==> src/rtl/ssy_rr_arbiter.sv <==
// rtl/ssy_rr_arbiter.sv - round-robin arbiter sharing one single-request ssy resource
//
// Collects level requests from N clients and forwards one single-cycle request
// to ssy, only while ssy reports idle. It then waits for ssy to grant and
// returns a one-cycle ack to the winner. If ssy does not grant within TIMEOUT
// WAIT cycles, the transaction is abandoned and flagged with a timeout pulse.
//
// Ports:
//   clk          rising-edge clock
//   reset_n      asynchronous active-low reset
//   req[N]       per-requester level request
//   ack[N]       one-hot one-cycle pulse: winner's transaction was granted
//   res_idle     ssy idle (sampled only while arbitrating)
//   res_request  one-cycle request pulse to ssy
//   res_granted  ssy granted
//   busy         transaction in flight
//   owner[IDW]   current winner index, valid while busy
//   timeout      one-cycle pulse: ssy did not grant in time
//   err_id[IDW]  winner index captured on the last timeout
module ssy_rr_arbiter #(
    parameter int N       = 4,
    parameter int IDW     = 2,
    parameter int TIMEOUT = 16,
    parameter int CW      = 5
) (
    input  logic           clk,
    input  logic           reset_n,
    input  logic [N-1:0]   req,
    output logic [N-1:0]   ack,
    input  logic           res_idle,
    output logic           res_request,
    input  logic           res_granted,
    output logic           busy,
    output logic [IDW-1:0] owner,
    output logic           timeout,
    output logic [IDW-1:0] err_id
);

    typedef enum logic [1:0] {
        ST_IDLE  = 2'd0,
        ST_ISSUE = 2'd1,
        ST_WAIT  = 2'd2,
        ST_DONE  = 2'd3
    } state_t;

    state_t         state_q, state_d;
    logic [IDW-1:0] ptr_q, ptr_d;
    logic [CW-1:0]  cnt_q, cnt_d;
    logic [N-1:0]   ack_q, ack_d;
    logic           res_request_q, res_request_d;
    logic           busy_q, busy_d;
    logic [IDW-1:0] owner_q, owner_d;
    logic           timeout_q, timeout_d;
    logic [IDW-1:0] err_id_q, err_id_d;

    // Rotating-priority search: first set bit of req starting at ptr,
    // wrapping mod N. ptr+i never exceeds 2N-2, so a single conditional
    // subtract is enough to wrap and one extra bit holds the sum.
    logic           win_found;
    logic [IDW-1:0] win_idx;
    logic [IDW:0]   scan_pos;

    always_comb begin
        win_found = 1'b0;
        win_idx   = '0;
        scan_pos  = '0;
        for (int i = 0; i < N; i++) begin
            scan_pos = {1'b0, ptr_q} + (IDW+1)'(i);
            if (scan_pos >= (IDW+1)'(N)) begin
                scan_pos = scan_pos - (IDW+1)'(N);
            end
            if (!win_found && req[scan_pos[IDW-1:0]]) begin
                win_found = 1'b1;
                win_idx   = scan_pos[IDW-1:0];
            end
        end
    end

    // Pointer always moves past the owner just served or timed out.
    logic [IDW-1:0] owner_next;

    always_comb begin
        owner_next = '0;
        if (owner_q != IDW'(N-1)) begin
            owner_next = owner_q + IDW'(1);
        end
    end

    always_comb begin
        state_d       = state_q;
        ptr_d         = ptr_q;
        cnt_d         = cnt_q;
        ack_d         = '0;
        res_request_d = res_request_q;
        busy_d        = busy_q;
        owner_d       = owner_q;
        timeout_d     = 1'b0;
        err_id_d      = err_id_q;

        case (state_q)
            ST_IDLE: begin
                if (win_found && res_idle) begin
                    owner_d       = win_idx;
                    busy_d        = 1'b1;
                    res_request_d = 1'b1;
                    state_d       = ST_ISSUE;
                end
            end
            ST_ISSUE: begin
                // ssy never grants in the request cycle, so res_granted is not looked at here.
                res_request_d = 1'b0;
                cnt_d         = '0;
                state_d       = ST_WAIT;
            end
            ST_WAIT: begin
                cnt_d = cnt_q + CW'(1);
                // A grant arriving on the last allowed cycle still counts.
                if (res_granted) begin
                    ack_d[owner_q] = 1'b1;
                    ptr_d          = owner_next;
                    state_d        = ST_DONE;
                end else if (cnt_q == CW'(TIMEOUT-1)) begin
                    timeout_d = 1'b1;
                    err_id_d  = owner_q;
                    ptr_d     = owner_next;
                    state_d   = ST_DONE;
                end
            end
            ST_DONE: begin
                // Gap cycle lets the acked requester drop req before the next sample.
                busy_d  = 1'b0;
                state_d = ST_IDLE;
            end
            default: begin
                state_d = ST_IDLE;
            end
        endcase
    end

    always_ff @(posedge clk or negedge reset_n) begin
        if (!reset_n) begin
            state_q       <= ST_IDLE;
            ptr_q         <= '0;
            cnt_q         <= '0;
            ack_q         <= '0;
            res_request_q <= 1'b0;
            busy_q        <= 1'b0;
            owner_q       <= '0;
            timeout_q     <= 1'b0;
            err_id_q      <= '0;
        end else begin
            state_q       <= state_d;
            ptr_q         <= ptr_d;
            cnt_q         <= cnt_d;
            ack_q         <= ack_d;
            res_request_q <= res_request_d;
            busy_q        <= busy_d;
            owner_q       <= owner_d;
            timeout_q     <= timeout_d;
            err_id_q      <= err_id_d;
        end
    end

    assign ack         = ack_q;
    assign res_request = res_request_q;
    assign busy        = busy_q;
    assign owner       = owner_q;
    assign timeout     = timeout_q;
    assign err_id      = err_id_q;

endmodule

==> config.mk <==
export PLATFORM = sky130hd
export DESIGN_NAME = ssy_rr_arbiter
export DESIGN_NICKNAME = d
export VERILOG_FILES = /design/src/rtl/ssy_rr_arbiter.sv
export SDC_FILE = /design/constraint.sdc
export NUM_CORES = 1
export LEC_CHECK = 0
export ABC_AREA = 1
export CAP_MARGIN = 20
export CORE_UTILIZATION = 40
export DETAILED_ROUTE_END_ITERATION = 8
export DONT_BUFFER_PORTS = 1
export PLACE_DENSITY = 0.55
export SYNTH_ARGS = -nofsm -noshare
export SYNTH_HDL_FRONTEND = slang
export SYNTH_SLANG_ARGS = --single-unit
==> constraint.sdc <==
create_clock -name clk -period 2.1 [get_ports clk]
set_clock_uncertainty 0.05 [all_clocks]
set_input_delay 0.525 -clock clk [delete_from_list [all_inputs] [get_ports clk]]
set_output_delay 0.525 -clock clk [all_outputs]
set_load 0.03 [all_outputs]
==> metrics.txt, run 1 <==
first-pass GRT wire length=~3.9 mm; Max Fanout on Critical Path=11; starting density of the core=42.5%; Die Span X=59.4 um; hold path depth=1; synth top area cells=dfrtp_1 (38%), ha_1 (10%), nand2_1 (9.1%); clock sinks=20; Setup WS pre-CTS=361 ps; count leader, synth=nand2_1; synth-to-layout area growth=7.50%; antenna violations before repair=0; CTS Buffer Depth=2; syn nets=177; Power Dens Cells=1500 mW/mm^2; share of the synthesized area in the top cell type=between 30% and 40%; synthesized area=0.00132 sq mm; Setup Buffers After CTS=0; # rows=20; DR iter-0 viols=56; ys async rst share=100%; Final ANT Viol Nets=0; layout cells sized above 1=18.1%; Routed WL=2.22 mm; vias in the first global route=838; Leak=0.722 nW; Hold Crit Class=in2reg; Ys Warns=0; FILL cells=322; count of final setup violators=0; clock latency on the worst-skew pair=300 ps; wire per inst=between 10 and 15 um; Slew HR=39.8%; Critical Path RT=2250 ps; register bit total from synthesis=20; fmax=573 MHz; number of CTS-inserted buffers=3; Design Area, Final=roughly 0.0014 sq mm; endpoints failing hold=0; GRT overflow=0; core outline area=0.00310 sq mm; synth unique cells=28; CP arrival=between 1500 and 2000 ps; DP Wirelength=1.72 mm; Crit Path Class=reg2reg; MaxCap Viol Count=0; I/O pin count=19; sequential area share after synthesis=38.0%; router iterations before antenna repair=4; die height=59.4 um; total track usage=14.6%; RSZ-0062 raised after global routing=no; prevailing post-synth register cell=dfrtp_1; Pins Over Slew Limit=0; worst slew pin tran=900 ps; largest net degree at the start of global routing=21; top cell type by total area after synthesis=dfrtp_1; clock slew at reported path FFs=between 100 and 150 ps; number of flops mapped to enable cells by yosys=0; placed cell areas=0.00136 sq mm; Setup crit start kind=register; Port Buffers=0; # diodes=0; Resized Gates After CTS=0; final critical-path setup slack=355 ps; post-layout minimum cycle time=1750 ps; # nets final=180; Final GP Congestion=0.755; DR vias/cell=4.65; Crit. End Element=register; CTS tree=done; Avg Synthesized Cell Area=8.35 sq um; CTS H-tree lvls=1; count of cells along the worst register-to-register path=10; root buffer cell=clkbuf_4; post-route setup TNS=0 ps; final worst-path cycle share=83.1%; Post-Syn Instances=~160; VDD IR-drop max=0.555 mV; Synth top cells by count=nand2_1 (32), inv_1 (25), dfrtp_1 (20); die area=roughly 0.0035 sq mm; DR DRC count=0; total via count in the routed design=949; status=finished clean
-- stage by stage --
step	total power [mW]	instances	utilization [%]	hold WS, ps
floorplan	1.66	158	-	179
global placement	1.80	199	43.7	180
detailed placement	1.82	199	43.7	180
CTS	2.15	204	45.7	231
global route	2.33	204	45.7	232
finish	2.13	204	45.7	241
-- final cells by class --
class / count / area [sq um] / share of cell area (%)
repair buffers: 1 / 10.0 / 0.706
clock buffers: 3 / 22.5 / 1.59
well taps: 44 / 55.1 / 3.88
inverters: 28 / 105 / 7.41
multi-input cells: 107 / 694 / 49.0
clock inverters: 1 / 30.0 / 2.12
flip-flops and latches: 20 / 500 / 35.3
-- where the power goes --
part | internal (mW) | switching [mW] | total [mW]
registers | 0.495 | 0.232 | 0.727
logic | 0.400 | 0.687 | 1.09
clock network | 0.193 | 0.126 | 0.318
-- critical path: stages (launching register included) --
cell and delay, ps:
dfrtp_1 600, inv_2 140, nand2_1 80, nand2_1 110
nand2_4 100, nand2_4 70, nor2_8 110, nand3_4 80
nand3_2 100, nand2_1 50, and2_1 150
-- sequential cells by signal, indices dropped and copies added, names as in the netlist --
name / count
ack: 4
busy: 1
cnt_q: 5
err_id: 2
owner: 2
ptr_q: 2
res_request: 1
state_q: 2
timeout: 1
-- routing by layer --
| metal | track usage (%) | vias to the layer above | wire length (um) |
|---|---|---|---|
| met5 | 0 | - | 0 |
| met4 | 7.14 | 0 | 27 |
| met3 | 2.62 | 2 | 79 |
| met2 | 22.5 | 19 | 1060 |
| met1 | 19.7 | 433 | 1060 |
| li1 | - | 495 | - |
-- cells in the final DEF, fill, tap and decap left out --
cell type and n:
inv_1 25, nand2_8 1, or2_2 1, bufinv_16 1, nor2_1 9, nand3_1 8
ha_1 11, inv_2 3, o21ai_2 1, nand3_4 1, o22ai_1 1, o21a_1 1
dlygate4sd3_1 1, o21ai_0 6, nand3b_1 1, nor2_8 1, nor2_4 1, nand2_4 6
a31oi_1 1, a21oi_1 6, o21ai_1 2, nand2_2 7, dfrtp_1 20, o211ai_1 1
and2_1 2, nand2_1 32, nor3_1 4, clkbuf_4 3, nand3_2 3
-- kinds of logic after synthesis --
group                    after synthesis  share of synthesized area (%)
AO/OA/AOI/OAI                         19                           8.07
adder cells (fa/ha/maj)               11                           10.4
buffers and inverters                 31                           9.39
flip-flops                            20                           38.0
AND/OR/NAND/NOR                       77                           34.2
-- what timing repair did --
action,CTS,global route
endpoints found under the hold margin,20,0
endpoints found under the setup margin,0,0
hold buffers,1,0
-- final timing paths --
check / startpoint / endpoint / slack [ps]
setup / recovery: ptr_q[0] / res_request / 350
hold reg to reg: cnt_q[0] / cnt_q[0] / 470
setup reg to reg: ptr_q[0] / res_request / 350
min in group asynchronous: reset_n / err_id[0] / 730
hold / removal: res_granted / timeout / 240
max in group asynchronous: reset_n / res_request / 720
(Power assumes the default switching activity.)
==> inputs of run 2 (changes only) <==
==> constraint.sdc (replaced) <==
create_clock -name clk -period 1.75 [get_ports clk]
set_clock_uncertainty 0.05 [all_clocks]
set_input_delay 0.4375 -clock clk [delete_from_list [all_inputs] [get_ports clk]]
set_output_delay 0.4375 -clock clk [all_outputs]
set_load 0.03 [all_outputs]
==> run 2 against run 1 <==
Effect of this change:
- utilization rose by 0.20 points
- cell count rose by 1.5%
- wire length rose by 0.18%
- setup slack got worse by 210 ps
- non-clock buffer count rose by 4
- sequential share of layout area fell by 0.067 points
- highest routed layer unchanged
- total power rose by 16%
- clock-buffer cell count did not move
- clock power fell by 35%
==> metrics.txt, run 2 (synthesis results as in run 1) <==
status=finished clean; WHS=158 ps (-83.1 ps); Setup WS pre-CTS=63.4 ps (-297 ps); core outline area=0.00310 sq mm (unchanged); area of the multi-input gates=699 sq um (+0.72%); total via count in the routed design=963 (+1.5%); Pins Over Slew Limit=0 (unchanged); wire per inst=10.8 um (-1.3%); Final GP Congestion=0.788 (+4.3%); Reg area=502 sq um (+0.25%); die height=59.4 um (unchanged); Largest register FFs=5 (unchanged); Biggest register=cnt_q; post-layout minimum cycle time=1610 ps (-137 ps); total power=2.47 mW (+16%); Routed WL=2.23 mm (+0.18%); clock slew at reported path FFs=110 ps (about the same); Port Buffers=0 (unchanged); RSZ-0062 raised after global routing=no; clock sinks=20 (unchanged); CTS tree=done; commonest non-fill, non-tap cell in the layout=nand2_1; vias in the first global route=886 (+5.7%); commonest cells after routing, fill and taps aside=nand2_1 (32), inv_1 (25), dfrtp_1 (19); post-route setup TNS=0 ps (unchanged); endpoints failing hold=0 (unchanged); Slew HR=39.4% (-0.45 points); Cell Chain, Critical Path=inv_2 > nand2_1 > nand3_2 > nand2_8 > nor2_8 > nand3_4 > nand3_2 > nand2_1 > and2_1; Critical Path RT=1890 ps (-360 ps); Die Span X=59.4 um (unchanged); count of final setup violators=0 (unchanged); VDD IR-drop max=0.754 mV (+36%); MaxCap Viol Count=0 (unchanged); Power Dens Cells=1730 mW/mm^2 (+15%); CTS H-tree lvls=1 (unchanged); # nets final=184 (+2.2%); largest net degree at the start of global routing=21 (unchanged); Leak=0.727 nW (+0.74%); max incr delay on CP=490 ps (-110 ps); die area=0.00353 sq mm (unchanged); final critical-path setup slack=142 ps (-213 ps); Setup crit start kind=register; number of CTS-inserted buffers=3 (unchanged); clock latency on the worst-skew pair=290 ps (about the same); CTS Buffer Depth=2 (unchanged); first-pass GRT wire length=3.79 mm (-1.8%); GRT overflow=0 (unchanged); # diodes=0 (unchanged); antenna violations before repair=0 (unchanged); Max Fanout on Critical Path=8 (-3); DR DRC count=0 (unchanged); DR iter-0 viols=24 (-57%); DP Wirelength=1.78 mm (+3.6%); DR vias/cell=4.65 (about the same); CP arrival=1750 ps (-150 ps); root buffer cell=clkbuf_4; starting density of the core=42.5% (unchanged); Crit. End Element=register; I/O pin count=19 (unchanged); Hold Crit Class=in2reg; router iterations before antenna repair=4 (unchanged); worst slew pin tran=906 ps (+6.77 ps); total track usage=14.5% (-0.18 points); # rows=20 (unchanged); Final ANT Viol Nets=0 (unchanged); final worst-path cycle share=91.9% (+8.8 points); FILL cells=339 (+5.3%); fmax=622 MHz (+8.5%); Crit Path Class=reg2reg; synth-to-layout area growth=7.97%; layout cells sized above 1=20.9% (+2.7 points); CP max-delay cell=dfrtp_2
run 2: stage by stage:
step / std cells / instance area, sq um / util [%]
after floorplan: 158 / 1320 / -
after global placement: 203 / 1390 / 44.6
after detailed placement: 203 / 1390 / 44.6
after CTS: 207 / 1420 / 45.7
after global routing: 207 / 1420 / 45.9
final: 207 / 1420 / 45.9
run 2: final timing paths:
path / end / slack (ps) / depth (start not counted) / startpoint
setup / recovery: busy / 140 / 9 / ptr_q[0]
hold / removal: timeout / 160 / 1 / res_granted
setup reg to reg: busy / 140 / 9 / ptr_q[0]
hold reg to reg: cnt_q[0] / 460 / 1 / cnt_q[0]
max in group asynchronous: ptr_q[0] / 370 / 1 / reset_n
min in group asynchronous: cnt_q[2] / 660 / 1 / reset_n
run 2: per-layer routing:
| layer | global-route usage, % | up-vias | wire length, um |
|---|---|---|---|
| met5 | 0 | - | 0 |
| met3 | 2.84 | 2 | 84 |
| met2 | 23.6 | 21 | 1080 |
| met1 | 18.5 | 437 | 1040 |
| met4 | 6.12 | 0 | 27 |
| li1 | - | 503 | - |
run 2: area by class of cell:
cell class	instances	share of cell area [%]
sequential	20	35.2
timing repair buffer	5	2.81
multi-input combinational	107	49.1
clock buffer	3	1.58
inverter	28	7.38
tap	44	3.87
run 2: worst max-delay path: cells and delay by family (launching register included):
kind / cells / cell delay [ps]
AND/OR/NAND/NOR: 8 / 800
flip-flops: 1 / 490
buffers and inverters: 1 / 150
run 2: report_power, final:
group / internal [mW] / total (mW) / switching, mW
logic: 0.543 / 1.42 / 0.877
clock network: 0.0799 / 0.208 / 0.128
registers: 0.598 / 0.843 / 0.245
total: 1.22 / 2.47 / 1.25
run 2: timing repair:
item,in CTS,in global routing
hold buffers,1,0
gates resized for setup,0,2
hold endpoints to repair,20,0
setup buffers,0,0
endpoints found under the setup margin,0,8
==> inputs of run 3 (changes only) <==
--- a/config.mk
+++ b/config.mk
@@ -5,12 +5,11 @@
 export SDC_FILE = /design/constraint.sdc
 export NUM_CORES = 1
 export LEC_CHECK = 0
-export ABC_AREA = 1
 export CAP_MARGIN = 20
-export CORE_UTILIZATION = 40
+export CORE_UTILIZATION = 60
 export DETAILED_ROUTE_END_ITERATION = 8
 export DONT_BUFFER_PORTS = 1
-export PLACE_DENSITY = 0.55
+export PLACE_DENSITY = 0.77
 export SYNTH_ARGS = -nofsm -noshare
 export SYNTH_HDL_FRONTEND = slang
 export SYNTH_SLANG_ARGS = --single-unit
==> run 3 against run 2 <==
Effect of this change:
- the run now ends with DRC left
- register-to-register slack worse by 70 ps
- global-route usage is 7.0 points higher
- wire length is 23% lower
- cell area is 20% lower
- clock-buffer cell count is 1 higher
- utilization is 27 points higher
- sequential share of layout area is 8.8 points higher
- maximum frequency is 4.0% lower
- cell count is 41% lower
- critical path type unchanged
- critical endpoint is now state_q[0]
- highest routed layer unchanged
==> metrics.txt, run 3 <==
Leak=0.574 nW (-21%); Pint=1.01 mW (-17%); Sequential Power Share=47.4% (+13 points); share of the synthesized area in the top cell type=48.3% (+10 points); MaxCap Viol Count=0 (unchanged); # diodes=0 (unchanged); synth-to-layout area growth=9.78%; DR iter-0 viols=15 (-38%); CP arrival=1820 ps (+70 ps); worst slew pin tran=860 ps (-46.2 ps); Ys Warns=0 (unchanged); Synth top cells by count=dfrtp_1 (20), inv_1 (12), ha_1 (11); Setup crit start kind=register; Final GP Congestion=0.722 (-8.3%); number of flops mapped to enable cells by yosys=0 (unchanged); Post-Syn Instances=97 (-39%); router iterations before antenna repair=6 (+2); top cell type by total area after synthesis=dfrtp_1; CTS Buffer Depth=2 (unchanged); Comb pwr share=37.6% (-20 points); CTS tree=done; Pins Over Slew Limit=0 (unchanged); prevailing post-synth register cell=dfrtp_1; DR DRC count=6 (+6); VDD IR-drop max=1.04 mV (+38%); # nets final=126 (-32%); largest family of logic cells by synthesized area=compound AO/OA/AOI/OAI gates; post-synthesis compound-gate area fraction=15.9% (+7.9 points); mux cell area share after synthesis=4.95% (+5.0 points); sequential area share after synthesis=48.3% (+10 points); layout cells sized above 1=12.3% (-8.6 points); Power Dens Cells=1540 mW/mm^2 (-11%); Hold Crit Class=in2reg; Biggest register=cnt_q; Max Fanout on Critical Path=3 (-5); # rows=14 (-30%); final worst-path cycle share=95.7% (+3.8 points); clock sinks=20 (unchanged); xor-xnor portion of the synthesized cell area=0% (unchanged); clock latency on the worst-skew pair=300 ps (about the same); number of CTS-inserted buffers=3 (unchanged); synth unique cells=25 (-11%); CTS H-tree lvls=1 (unchanged); ys async rst share=100% (unchanged); total via count in the routed design=742 (-23%); Clock Power Share=15.0% (+6.6 points); die area=0.00190 sq mm (-46%); register bit total from synthesis=20 (unchanged); syn nets=116 (-34%); Avg Synthesized Cell Area=10.7 sq um (+28%); Post-Synth Simple-Gate Area=12.7% (-21 points); wire per inst=14.1 um (+31%); die height=43.6 um (-27%); sw frac=42.0% (-8.6 points); antenna violations before repair=0 (unchanged); Largest register FFs=5 (unchanged); root buffer cell=clkbuf_4; endpoints failing hold=0 (unchanged); placed cells=115 (-43%); synth top area cells=dfrtp_1 (48%), ha_1 (13%), inv_1 (4.3%); I/O pin count=19 (unchanged); violations in the final reports=DRC; RSZ-0062 raised after global routing=no; commonest non-fill, non-tap cell in the layout=dfrtp_1; starting density of the core=66.5% (+24 points); GRT overflow=0 (unchanged); hold path depth=1 (unchanged); CP max-delay cell=dfrtp_1; Final ANT Viol Nets=0 (unchanged); total power=1.75 mW (-29%); synthesized area=0.00104 sq mm (-21%); P_sw=0.734 mW (-41%); Die Span X=43.6 um (-27%); clock slew at reported path FFs=110 ps (about the same); vias in the first global route=683 (-23%); adder-cell area share of the yosys netlist=13.3% (+2.8 points); Routed WL=1.72 mm (-23%); count leader, synth=dfrtp_1; Port Buffers=0 (unchanged); post-layout minimum cycle time=1680 ps (+67.2 ps); Crit. End Element=register; fmax=597 MHz (-4.0%); Critical Path RT=1890 ps (about the same); total track usage=21.5% (+7.0 points); CP most frequent cell=o32a_2; largest net degree at the start of global routing=21 (unchanged); first-pass GRT wire length=2.93 mm (-23%); Slew HR=42.5% (+3.1 points); DP Wirelength=1.27 mm (-29%); core outline area=0.00156 sq mm (-50%); status=finished, violations left; count of cells along the worst register-to-register path=5 (-4); commonest cells after routing, fill and taps aside=dfrtp_1 (20), inv_1 (12), ha_1 (10); Crit Path Class=reg2reg; Cell Chain, Critical Path=ha_1 > and3_1 > ha_2 > o32a_2 > o32a_2; count of final setup violators=0 (unchanged); max incr delay on CP=400 ps (-90 ps); Layout Cells excl Fill=122 (-41%); DR vias/cell=6.08 (+31%)
run 3: cell count changes in the layout (fill, tap and decap cells not counted), moves of 3 or more:
cell,before,now
a21oi_1,6,3
and3_1,0,5
inv_1,25,12
inv_2,3,0
mux2i_1,0,4
nand2_1,32,6
nand2_2,7,0
nand2_4,6,0
nand3_1,8,4
nand3_2,3,0
nor2_1,9,3
nor3_1,3,0
run 3: power by group through the flow:
stage	sequential [mW]	combinational [mW]	clock, mW
finish	0.828	0.657	0.262
global route	0.846	0.754	0.292
CTS	0.831	0.635	0.270
detailed placement	0.839	0.621	0
global placement	0.832	0.591	0
floorplan	0.803	0.473	0
run 3: logic make-up after synthesis:
kind of cell             Yosys count
AND/OR/NAND/NOR                   25
AO/OA/AOI/OAI                     23
flip-flops                        20
buffers and inverters             13
adder cells (fa/ha/maj)           11
multiplexers                       5
run 3: area by class of cell:
| cell class | count | area (sq um) |
|---|---|---|
| Sequential cell | 20 | 500 |
| Multi-Input combinational cell | 64 | 488 |
| Fill cell | 120 | 422 |
| Timing Repair Buffer | 6 | 47.5 |
| Inverter | 12 | 45.0 |
| Clock buffer | 4 | 36.3 |
| Tap cell | 16 | 20.0 |
run 3: layer usage:
metal  share of wire (%)  vias to the layer above  GRT usage [%]
li1                    -                      366              -
met3                 3.8                        4           4.58
met1                  45                      358           27.0
met2                  49                       14           33.7
met4                 2.4                        0           13.1
met5                   0                        -              0
run 3: metrics by stage:
stage | cell area [sq um] | setup TNS (ps) | utilization [%] | worst slack [ps] | hold slack, ps
2_1_floorplan | 1040 | 0 | - | 6.60 | 91.9
3_3_place_gp | 1070 | 0 | 68.9 | 43.4 | 92.3
3_5_place_dp | 1070 | -13.0 | 68.9 | -13.0 | 92.3
4_1_cts | 1120 | 0 | 71.8 | 44.1 | 236
5_1_grt | 1140 | 0 | 73.0 | 36.2 | 232
6_report | 1140 | 0 | 73.0 | 74.8 | 242
run 3: what timing repair did:
item                       in CTS  in global routing
resized for setup               1                  1
setup endpoints to repair       1                  1
buffers inserted                0                  2
hold endpoints to repair       20                  0
hold buffers                    1                  0
run 3: path summary, 6_finish.rpt:
| path | from | endpoint | slack, ps |
|---|---|---|---|
| setup / recovery | cnt_q[0] | state_q[0] | 70 |
| hold / removal | res_granted | ack[0] | 240 |
| setup reg to reg | cnt_q[0] | state_q[0] | 70 |
| hold reg to reg | ptr_q[0] | ptr_q[0] | 480 |
| max in group asynchronous | reset_n | err_id[1] | 490 |
| min in group asynchronous | reset_n | ack[3] | 630 |
run 3: critical path: cells and delay by family, from the launching register on:
family	cells	cell delay (ps)
DFF	1	400
adders and majority gates	2	410
and+or+nand+nor	1	190
AOI/OAI and AO/OA	2	530
